## config.mk

```make
export PLATFORM = sky130hd
export DESIGN_NAME = alu_pipe_flat
export DESIGN_NICKNAME = d
export VERILOG_FILES = /design/src/rtl/alu_pipe_if.sv /design/src/rtl/alu_pipe.sv /design/src/flat_wrapper.sv
export SDC_FILE = /design/constraint.sdc
export NUM_CORES = 1
export LEC_CHECK = 0
export CAP_MARGIN = 20
export CELL_PAD_IN_SITES_DETAIL_PLACEMENT = 0
export CELL_PAD_IN_SITES_GLOBAL_PLACEMENT = 1
export CORE_MARGIN = 8
export CORE_UTILIZATION = 32
export CTS_BUF_LIST = sky130_fd_sc_hd__clkbuf_8
export DETAILED_ROUTE_END_ITERATION = 8
export MAX_ROUTING_LAYER = met4
export PLACE_DENSITY = 0.66
export SYNTH_ARGS = -nofsm -noshare
export SYNTH_HDL_FRONTEND = slang
export SYNTH_SLANG_ARGS = --single-unit
```

## constraint.sdc

```tcl
create_clock -name clk -period 5.7 [get_ports clk]
set_clock_uncertainty 0.05 [all_clocks]
set_input_delay 0.855 -clock clk [delete_from_list [all_inputs] [get_ports clk]]
set_output_delay 0.855 -clock clk [all_outputs]
set_load 0.02 [all_outputs]
```

## src/rtl/alu_pipe_if.sv

```systemverilog
// Request/result handshake bundle for alu_pipe: operands and opcode in, result and status out.
// master drives requests and consumes results; slave is the ALU.
interface alu_pipe_if #(
    parameter int N = 8,
    parameter int M = 16
);
    logic         in_valid;
    logic         in_ready;
    logic [N-1:0] A;
    logic [N-1:0] B;
    logic [2:0]   sel;
    logic         out_valid;
    logic         out_ready;
    logic [M-1:0] out;
    logic         zero;
    logic         busy;

    modport master (
        output in_valid, A, B, sel, out_ready,
        input  in_ready, out_valid, out, zero, busy
    );

    modport slave (
        input  in_valid, A, B, sel, out_ready,
        output in_ready, out_valid, out, zero, busy
    );
endinterface

```

## src/rtl/alu_pipe.sv

```systemverilog
// Single-outstanding ALU: add/sub/logic/shift complete in 1 cycle, multiply is N-cycle shift-add.
// Result is held in DONE until out_ready; no new request is taken until IDLE is re-entered.
module alu_pipe #(
    parameter int N = 8,
    parameter int M = 16
) (
    input  logic       clk,
    input  logic       rst,
    alu_pipe_if.slave  io_bus
);
    localparam int SW = $clog2(N);
    localparam logic [SW-1:0] CNT_LAST = SW'(N - 1);

    if (M < 2 * N) begin : g_width_check
        $error("alu_pipe: M must be at least 2*N");
    end
    if (N < 2 || (N & (N - 1)) != 0) begin : g_n_check
        $error("alu_pipe: N must be a power of two >= 2");
    end

    typedef enum logic [1:0] {S_IDLE, S_EXEC, S_DONE} state_t;

    state_t        r_state;
    logic          r_in_rdy;
    logic          r_out_vld;
    logic          r_busy;
    logic          r_zero;
    logic [M-1:0]  r_out;
    logic [M-1:0]  r_acc;
    logic [M-1:0]  r_mcand;
    logic [N-1:0]  r_mplier;
    logic [SW-1:0] r_cnt;

    logic          w_accept;
    logic [SW-1:0] w_sh;
    logic [N:0]    w_sum;
    logic [N:0]    w_diff;
    logic [M-1:0]  w_res;
    logic [M-1:0]  w_acc_nxt;

    assign w_accept = io_bus.in_valid && io_bus.in_ready;
    assign w_sh     = io_bus.B[SW-1:0];
    assign w_sum    = {1'b0, io_bus.A} + {1'b0, io_bus.B};
    // The extra top bit of an (N+1)-bit subtract is exactly the borrow.
    assign w_diff   = {1'b0, io_bus.A} - {1'b0, io_bus.B};

    always_comb begin
        w_res = '0;
        case (io_bus.sel)
            3'b000:  w_res = M'(w_sum);
            3'b001:  w_res = M'(w_diff);
            3'b010:  w_res = M'(io_bus.A & io_bus.B);
            3'b011:  w_res = M'(io_bus.A | io_bus.B);
            3'b100:  w_res = M'(io_bus.A ^ io_bus.B);
            3'b101:  w_res = M'(io_bus.A) << w_sh;
            3'b110:  w_res = M'(io_bus.A >> w_sh);
            default: w_res = '0;
        endcase
    end

    assign w_acc_nxt = r_mplier[0] ? (r_acc + r_mcand) : r_acc;

    always_ff @(posedge clk) begin
        if (rst) begin
            r_state   <= S_IDLE;
            r_in_rdy  <= 1'b1;
            r_out_vld <= 1'b0;
            r_busy    <= 1'b0;
            r_zero    <= 1'b0;
            r_out     <= '0;
            r_acc     <= '0;
            r_mcand   <= '0;
            r_mplier  <= '0;
            r_cnt     <= '0;
        end else begin
            case (r_state)
                S_IDLE: begin
                    if (w_accept) begin
                        r_in_rdy <= 1'b0;
                        if (io_bus.sel == 3'b111) begin
                            r_state  <= S_EXEC;
                            r_busy   <= 1'b1;
                            r_acc    <= '0;
                            r_mcand  <= M'(io_bus.A);
                            r_mplier <= io_bus.B;
                            r_cnt    <= '0;
                        end else begin
                            r_state   <= S_DONE;
                            r_out     <= w_res;
                            r_zero    <= (w_res == '0);
                            r_out_vld <= 1'b1;
                        end
                    end
                end
                S_EXEC: begin
                    r_acc    <= w_acc_nxt;
                    r_mcand  <= r_mcand << 1;
                    r_mplier <= r_mplier >> 1;
                    r_cnt    <= r_cnt + 1'b1;
                    if (r_cnt == CNT_LAST) begin
                        r_state   <= S_DONE;
                        r_busy    <= 1'b0;
                        r_out     <= w_acc_nxt;
                        r_zero    <= (w_acc_nxt == '0);
                        r_out_vld <= 1'b1;
                    end
                end
                S_DONE: begin
                    if (io_bus.out_ready) begin
                        r_state   <= S_IDLE;
                        r_out_vld <= 1'b0;
                        r_zero    <= 1'b0;
                        r_in_rdy  <= 1'b1;
                    end
                end
                default: begin
                    r_state  <= S_IDLE;
                    r_in_rdy <= 1'b1;
                end
            endcase
        end
    end

    assign io_bus.in_ready  = r_in_rdy && !rst;
    assign io_bus.out_valid = r_out_vld;
    assign io_bus.out       = r_out;
    assign io_bus.zero      = r_zero;
    assign io_bus.busy      = r_busy;
endmodule

```

## src/flat_wrapper.sv

```systemverilog
// flat-port wrapper written by rule: the top's interface ports become plain ports
module alu_pipe_flat 
#(
    parameter int N = 8,
    parameter int M = 16
)
  (clk, rst, io_bus_in_valid, io_bus_A, io_bus_B, io_bus_sel, io_bus_out_ready, io_bus_in_ready, io_bus_out_valid, io_bus_out, io_bus_zero, io_bus_busy);
  alu_pipe_if #(.N(N), .M(M)) io_bus_i ();
  input  logic clk;
  input  logic rst;
  input wire logic [$bits(io_bus_i.in_valid)-1:0] io_bus_in_valid;
  input wire logic [$bits(io_bus_i.A)-1:0] io_bus_A;
  input wire logic [$bits(io_bus_i.B)-1:0] io_bus_B;
  input wire logic [$bits(io_bus_i.sel)-1:0] io_bus_sel;
  input wire logic [$bits(io_bus_i.out_ready)-1:0] io_bus_out_ready;
  output wire logic [$bits(io_bus_i.in_ready)-1:0] io_bus_in_ready;
  output wire logic [$bits(io_bus_i.out_valid)-1:0] io_bus_out_valid;
  output wire logic [$bits(io_bus_i.out)-1:0] io_bus_out;
  output wire logic [$bits(io_bus_i.zero)-1:0] io_bus_zero;
  output wire logic [$bits(io_bus_i.busy)-1:0] io_bus_busy;
  assign io_bus_i.in_valid = io_bus_in_valid;
  assign io_bus_i.A = io_bus_A;
  assign io_bus_i.B = io_bus_B;
  assign io_bus_i.sel = io_bus_sel;
  assign io_bus_i.out_ready = io_bus_out_ready;
  assign io_bus_in_ready = io_bus_i.in_ready;
  assign io_bus_out_valid = io_bus_i.out_valid;
  assign io_bus_out = io_bus_i.out;
  assign io_bus_zero = io_bus_i.zero;
  assign io_bus_busy = io_bus_i.busy;
  alu_pipe #(.N(N), .M(M)) u_core (.clk(clk), .rst(rst), .io_bus(io_bus_i));
endmodule
```

# Word-level counts from Yosys, hierarchy flattened
# Cells that the tools add are included.
word_totals:
  regBits: 65
  inputBits: 23
  word_cells: 89
classes:
  add_sub_neg: 4
  eq_ne: 15
  n_shift: 2
  mux: 39
  n_bitwise: 4
  reduce_logical: 15
ops:
  columns: ["cell", "n"]
  rows:
  - ["$mux W16", 8]
  - ["$pmux W16 S7", 1]
  - ["$pmux W16 S2", 3]
  - ["$logic_not A16 Y1", 2]
  - ["$add A16 B16 Y16", 1]
  - ["$mux W8", 2]
  - ["$pmux W8 S2", 1]
  - ["$shl A8 B3 Y16", 1]
  - ["$shr A8 B3 Y16", 1]
  - ["$eq A3 B3 Y1 const B", 5]
  - ["$mux W1", 12]
  - ["$add A8 B8 Y9", 1]
  - ["$pmux W1 S3", 3]
  - ["$reduce_and A3 Y1", 3]
  - ["$sub A8 B8 Y9", 1]
  - ["$and A8 B8 Y8", 1]
  - ["$mux W2", 4]
  - ["$or A8 B8 Y8", 1]
  - ["$reduce_and A4 Y1", 2]
  - ["$xor A8 B8 Y8", 1]
  - ["$eq A3 B2 Y1 const B", 2]
  - ["$mux W3", 2]
  - ["$ne A2 B1 Y1 const B", 3]
  - ["$pmux W2 S3", 1]
  - ["other kinds (15)", 17]

# Logic depth before layout (Yosys ltp)
depth:
  ltp_word: 6
  depth_mapped: 15

# Worst setup path before layout
# OpenSTA, ideal clock, no wires.
synth_timing:
  path_type: "input -> register"
  from: "input port io_bus_sel[0]"
  to: "register u_core.r_out[7] (netlist: u_core.io_bus.out[7])"
  setup_time_ns: 0.058
  t_arrival_ns: 3.949
  required_time_ns: 5.592
  setup_slack_ns: 1.642
  cell_stages: 15
  n_path_buf: 3
  cell_sequence: "clkbuf_1 -> clkbuf_1 -> buf_1 -> and2_1 -> nor2_1 -> xnor2_1 -> ha_1 -> o21a_1 -> o31a_1 -> o21a_1 -> o41ai_1 -> xnor2_1 -> a21oi_1 -> a2111oi_0 -> a31o_2"
synth_via:
  elab_chain_len: 5
synth_lines:
  columns: ["element", "line", "rtl"]
  rows:
  - ["start, declared", "flat_wrapper.sv:14", "input wire logic [$bits(io_bus_i.sel)-1:0] io_bus_sel;"]
  - ["$eq A3 B3 Y1, or another cell as far along", "alu_pipe.sv:49", "case (io_bus.sel)"]
  - ["$pmux W16 S7", "alu_pipe.sv:49", null]
  - ["$mux W16", "alu_pipe.sv:80", "if (io_bus.sel == 3'b111) begin"]
  - ["$mux W16", "alu_pipe.sv:78", "if (w_accept) begin"]
  - ["$pmux W16 S2", "alu_pipe.sv:76", "case (r_state)"]
  - ["end signal, assigned", "alu_pipe.sv:89", "r_out <= w_res;"]
  - ["end signal, assigned", "alu_pipe.sv:103", "r_out <= w_acc_nxt;"]
  - ["end, declared", "alu_pipe.sv:28", "logic [M-1:0] r_out;"]
# Several ways; a longest one is shown, not always the timed one. The select of a mux whose other input is x is not followed.
# A chain may end at the register's enable or synchronous reset.

# Worst setup path after layout
layout_timing:
  from: "input port io_bus_sel[1]"
  to: "register u_core.r_zero (netlist: u_core.io_bus.zero)"
layout_via:
  elab_chain_len: 6
layout_lines:
  columns: ["element", "line", "rtl"]
  rows:
  - ["$eq A3 B3 Y1, or another cell as far along", "alu_pipe.sv:49", null]
  - ["$pmux W16 S7", "alu_pipe.sv:49", null]
  - ["$logic_not A16 Y1", "alu_pipe.sv:90", "r_zero <= (w_res == '0);"]
  - ["$mux W1", "alu_pipe.sv:80", null]
  - ["$mux W1", "alu_pipe.sv:78", null]
  - ["$pmux W1 S3", "alu_pipe.sv:76", null]
  - ["end signal, assigned", "alu_pipe.sv:90", null]
  - ["end signal, assigned", "alu_pipe.sv:104", "r_zero <= (w_acc_nxt == '0);"]
  - ["end, declared", "alu_pipe.sv:27", "logic r_zero;"]
# Several ways; a longest one is shown, not always the timed one. The select of a mux whose other input is x is not followed.

==> PnR_summary.wiki <==
{| class="wikitable"
! Metric !! Value
|-
| Cell area after layout || about 6300 sq um
|-
| Total power after layout || ~1.4 mW
|-
| Compound-gate portion of the synthesized area || 0.2655
|-
| Share of total power consumed by net switching || 0.3479
|-
| Fill cell instance count of the final layout || between 1500 and 2000
|-
| Post-synthesis instance total || 699
|-
| Adder-Cell Fraction of Synth Area || 0.1151
|-
| Standard cell core area || 16640 sq um
|-
| Sort of element at the start of the critical path || input port
|-
| Average cell area after synthesis || between 7 and 8 sq um
|-
| Non-Filler Instances || around 940
|-
| Number of CTS-inserted buffers || 9
|-
| Number of max-slew violations in the final report || 0
|-
| Standard-cell row count || 47
|-
| Synth area leader || dfxtp_1
|-
| Critical Path AT || roughly 4.6 ns
|-
| Peak supply drop || between 0.0001 and 0.00015 V
|-
| Final ANT Viol Nets || 0
|-
| Number of resized instances in the post-cts repair step || 0
|-
| Unrepaired setup endpoints after global routing || no
|-
| Cell area after synthesis || approximately 5500 sq um
|-
| Global-route wire length before repair || approximately 29 mm
|-
| Startpoint of the worst-slack reg-to-reg timing path || u_core.r_mcand[1]$_SDFFE_PP0P_
|-
| Proportion of netlist area held by the largest area contributor || 0.2384
|-
| Largest net degree at the start of global routing || 65
|-
| Die width || roughly 150 um
|-
| Kind of capture point of the worst setup path || flop
|-
| Final min period || 4.385 ns
|-
| Largest fanout of any net on the critical path || 20
|-
| Count of input and output buffers || 42
|-
| Tightest Pin Transition || slightly above 1 ns
|-
| Wire length after detailed routing || 17.76 mm
|-
| Number of distinct library cells after synthesis || 75
|-
| Starting density of the core || 0.3279
|-
| Share of post-route cells with drive strength above 1 || 0.06492
|-
| Most common cell in the netlist || nor2_1
|-
| Net switching power || around 500 uW
|-
| Antenna violations before repair || 0
|-
| Top-level port count || 43
|-
| Post-route setup TNS || 0 ns
|-
| Path class of the lowest-slack min-delay path || flop to flop
|-
| Leakage component of the power || about 2.5 nW
|-
| Fraction of synthesized area in multiplexers || 0.09124
|-
| Achievable clock frequency || around 230 MHz
|-
| Cells on Worst Hold Path || 2
|-
| Vertical extent of the die || 146.6 um
|-
| Placed Cells || just over 900
|-
| Leading cell types by count after synthesis || nor2_1 (73), dfxtp_1 (65), nand2_1 (65)
|-
| Commonest register cell after synthesis || dfxtp_1
|-
| Main combinational cell family by area after synthesis || compound AO/OA/AOI/OAI gates
|-
| Clock latency on the worst-skew pair || 0.37 ns
|-
| Number of DRC violations after detailed routing || 0
|-
| Routed wire per std cell || 18.81 um
|-
| RePlAce Congestion || 0.9882
|-
| Die Outline Area || around 21000 sq um
|-
| Placed inst area || roughly 6000 sq um
|-
| Pwr Density || roughly 230 nW/um^2
|-
| Start point of the worst hold path || u_core.r_cnt[2]$_SDFFE_PP0P_
|-
| Xor and xnor fraction of the mapped netlist area || 0.03049
|-
| Global Route Usage Sum || 0.1705
|-
| Run status || completed
|-
| Critical path launch point || io_bus_sel[1]
|-
| Violation count after the first detailed-routing iteration || just under 400
|-
| Count of endpoints failing setup in the final report || 0
|-
| Part of the power in the clock network || 0.332
|-
| Worst r2r path cells || 9
|-
| Register share of total power || 0.352
|-
| Share of synthesized cell area in and, or, nand and nor gates || 0.2040
|-
| Normalized max-slew margin || 0.3087
|-
| Cell-internal power || about 940 uW
|-
| Fraction of registers with async set/reset || 0
|-
| Clock tree root buffer cell || clkbuf_8
|-
| Max clock buf depth || 2
|-
| TritonCTS clock tree || built
|-
| Total nets after synthesis || about 770
|-
| Final-layout worst hold slack || 0.4095 ns
|-
| Clock slew at the register clock pins of the worst setup and hold paths || 0.09 ns
|-
| Share of total power in combinational logic || 0.316
|-
| Register bit count reported by yosys || 65
|-
| Area added between synthesis and finish || 15.08%
|-
| Hold violation total from the final report || 0
|-
| Router iterations before antenna repair || 5
|-
| Number of enable flip-flop cells after synthesis || 0
|-
| Number of antenna cells inserted || 0
|-
| Count of max-cap constraint violations || 0
|-
| Setup bufs post-CTS || 0
|-
| NumNets Final || between 700 and 800
|-
| Hold worst-path end || u_core.r_cnt[2]$_SDFFE_PP0P_
|-
| Sequential share of the synthesized area || 0.2384
|-
| Number of hold-repair buffers added at the cts stage || 0
|-
| Tcrit/Tclk final || 0.7693
|-
| Total vias in the final route || between 5000 and 6000
|-
| Top cells by area, synth || dfxtp_1 (24%), ha_1 (11%), mux2i_1 (6.8%)
|-
| Critical R2R Capture || u_core.io_bus.out[15]$_SDFFE_PP0P_
|-
| CTS sink cnt || between 60 and 70
|-
| DP HPWL || 13.26 mm
|-
| Worst setup path category || input port to flop
|-
| Reg2Reg Setup Slack || between 2 and 2.5 ns
|-
| Remaining Overflow, GRT || 0
|-
| Number of warnings printed during yosys synthesis || 0
|-
| Via count of the first global-routing pass || 5353
|-
| Vias per Instance || between 5 and 6
|-
| Number of levels the H-tree was split into || 3
|-
| Data required time at the worst endpoint || 5.90 ns
|}
## layer usage
| layer | routed length (um) | global-route usage | vias to the layer above |
|---|---|---|---|
| met4 | 468 | 0.06852 | 0 |
| met5 | 0 | - | - |
| met2 | 8583 | 0.2823 | 102 |
| met1 | 8208 | 0.2059 | 2578 |
| met3 | 501 | 0.02194 | 24 |
| li1 | - | - | 2623 |
## power by group through the flow
stage               logic, mW  registers (mW)  clock network [mW]
floorplan               0.266           0.541                   0
global placement        0.450           0.520                   0
detailed placement      0.452           0.521                   0
CTS                     0.455           0.510               0.496
global route            0.500           0.514               0.517
finish                  0.457           0.509               0.481
## stage by stage
step	setup slack, ns	util
3_5_place_dp	0.9635	0.3628
4_1_cts	1.369	0.3770
2_1_floorplan	1.642	-
6_report	1.315	0.3774
3_3_place_gp	1.081	0.3628
5_1_grt	0.9541	0.3774
## worst max path at each step
stage          depth (start not counted)  slack (ns)                           endpoint
2_1_floorplan                         15        1.64  u_core.io_bus.out[7]$_SDFFE_PP0P_
3_3_place_gp                          14        1.08  u_core.io_bus.out[7]$_SDFFE_PP0P_
3_5_place_dp                          14        0.96    u_core.io_bus.zero$_SDFFE_PP0P_
4_1_cts                               14        1.37    u_core.io_bus.zero$_SDFFE_PP0P_
5_1_grt                               14        0.95    u_core.io_bus.zero$_SDFFE_PP0P_
6_report                              14        1.31    u_core.io_bus.zero$_SDFFE_PP0P_
## registers in the layout, indices dropped and copies added, names as in the netlist
| signal | flops |
|---|---|
| u_core.io_bus.out | 16 |
| u_core.r_acc | 16 |
| u_core.r_mcand | 16 |
| u_core.r_mplier | 8 |
| u_core.r_cnt | 3 |
| u_core.r_state | 2 |
| u_core.io_bus.busy | 1 |
| u_core.io_bus.out_valid | 1 |
| u_core.io_bus.zero | 1 |
| u_core.r_in_rdy | 1 |
## kinds of logic (layout without fill, tap and decap cells)
family	after synthesis	count (layout)
compound gates	214	214
mux	47	47
flops	65	65
xor+xnor	19	19
buf+inv	71	96
fa+ha+maj	49	49
simple gates	234	234
## critical path, stage by stage
cell	delay, ns
clkdlybuf4s50_1	0.70
nor2_1	0.51
and2_1	0.29
nor2_1	0.07
xnor2_1	0.13
ha_1	0.37
a211oi_1	0.29
o21bai_1	0.14
a2111oi_0	0.42
nor3_1	0.13
xnor2_1	0.19
a21oi_1	0.11
a31oi_1	0.24
o41ai_2	0.12
## cells in the final DEF, fill, tap and decap left out, drive strengths merged, types with 4 or more instances in the layout
cell type | synthesis | layout
nor2 | 73 | 73
nand2 | 65 | 65
dfxtp | 65 | 65
a21oi | 60 | 60
ha | 47 | 47
clkdlybuf4s50 | 0 | 41
mux2i | 37 | 37
inv | 29 | 31
a211oi | 29 | 29
o21ai | 27 | 27
nand3 | 24 | 24
xnor2 | 16 | 16
a21o | 15 | 15
nor3 | 13 | 13
o211ai | 11 | 11
clkbuf | 31 | 11
a31oi | 10 | 10
buf | 11 | 10
nor2b | 9 | 9
nand2b | 9 | 9
mux2 | 9 | 9
o21a | 7 | 7
and3 | 5 | 5
nand4 | 5 | 5
a211o | 5 | 5
a32oi | 4 | 4
and2 | 4 | 4
nand4b | 4 | 4
o21bai | 4 | 4
or3 | 4 | 4
nor3b | 4 | 4
a221o | 4 | 4
## area by class of cell
class	count	area, sq um	area share
Clock buffer	11	151.4	0.02410
Clock inverter	5	85.08	0.01355
Sequential cell	65	1301	0.2072
Multi-Input combinational cell	563	3876	0.6171
Inverter	29	108.9	0.01733
Tap cell	220	275.3	0.04382
Timing Repair Buffer	51	483.0	0.07689
No activity file was read; power rests on OpenSTA's default activity.
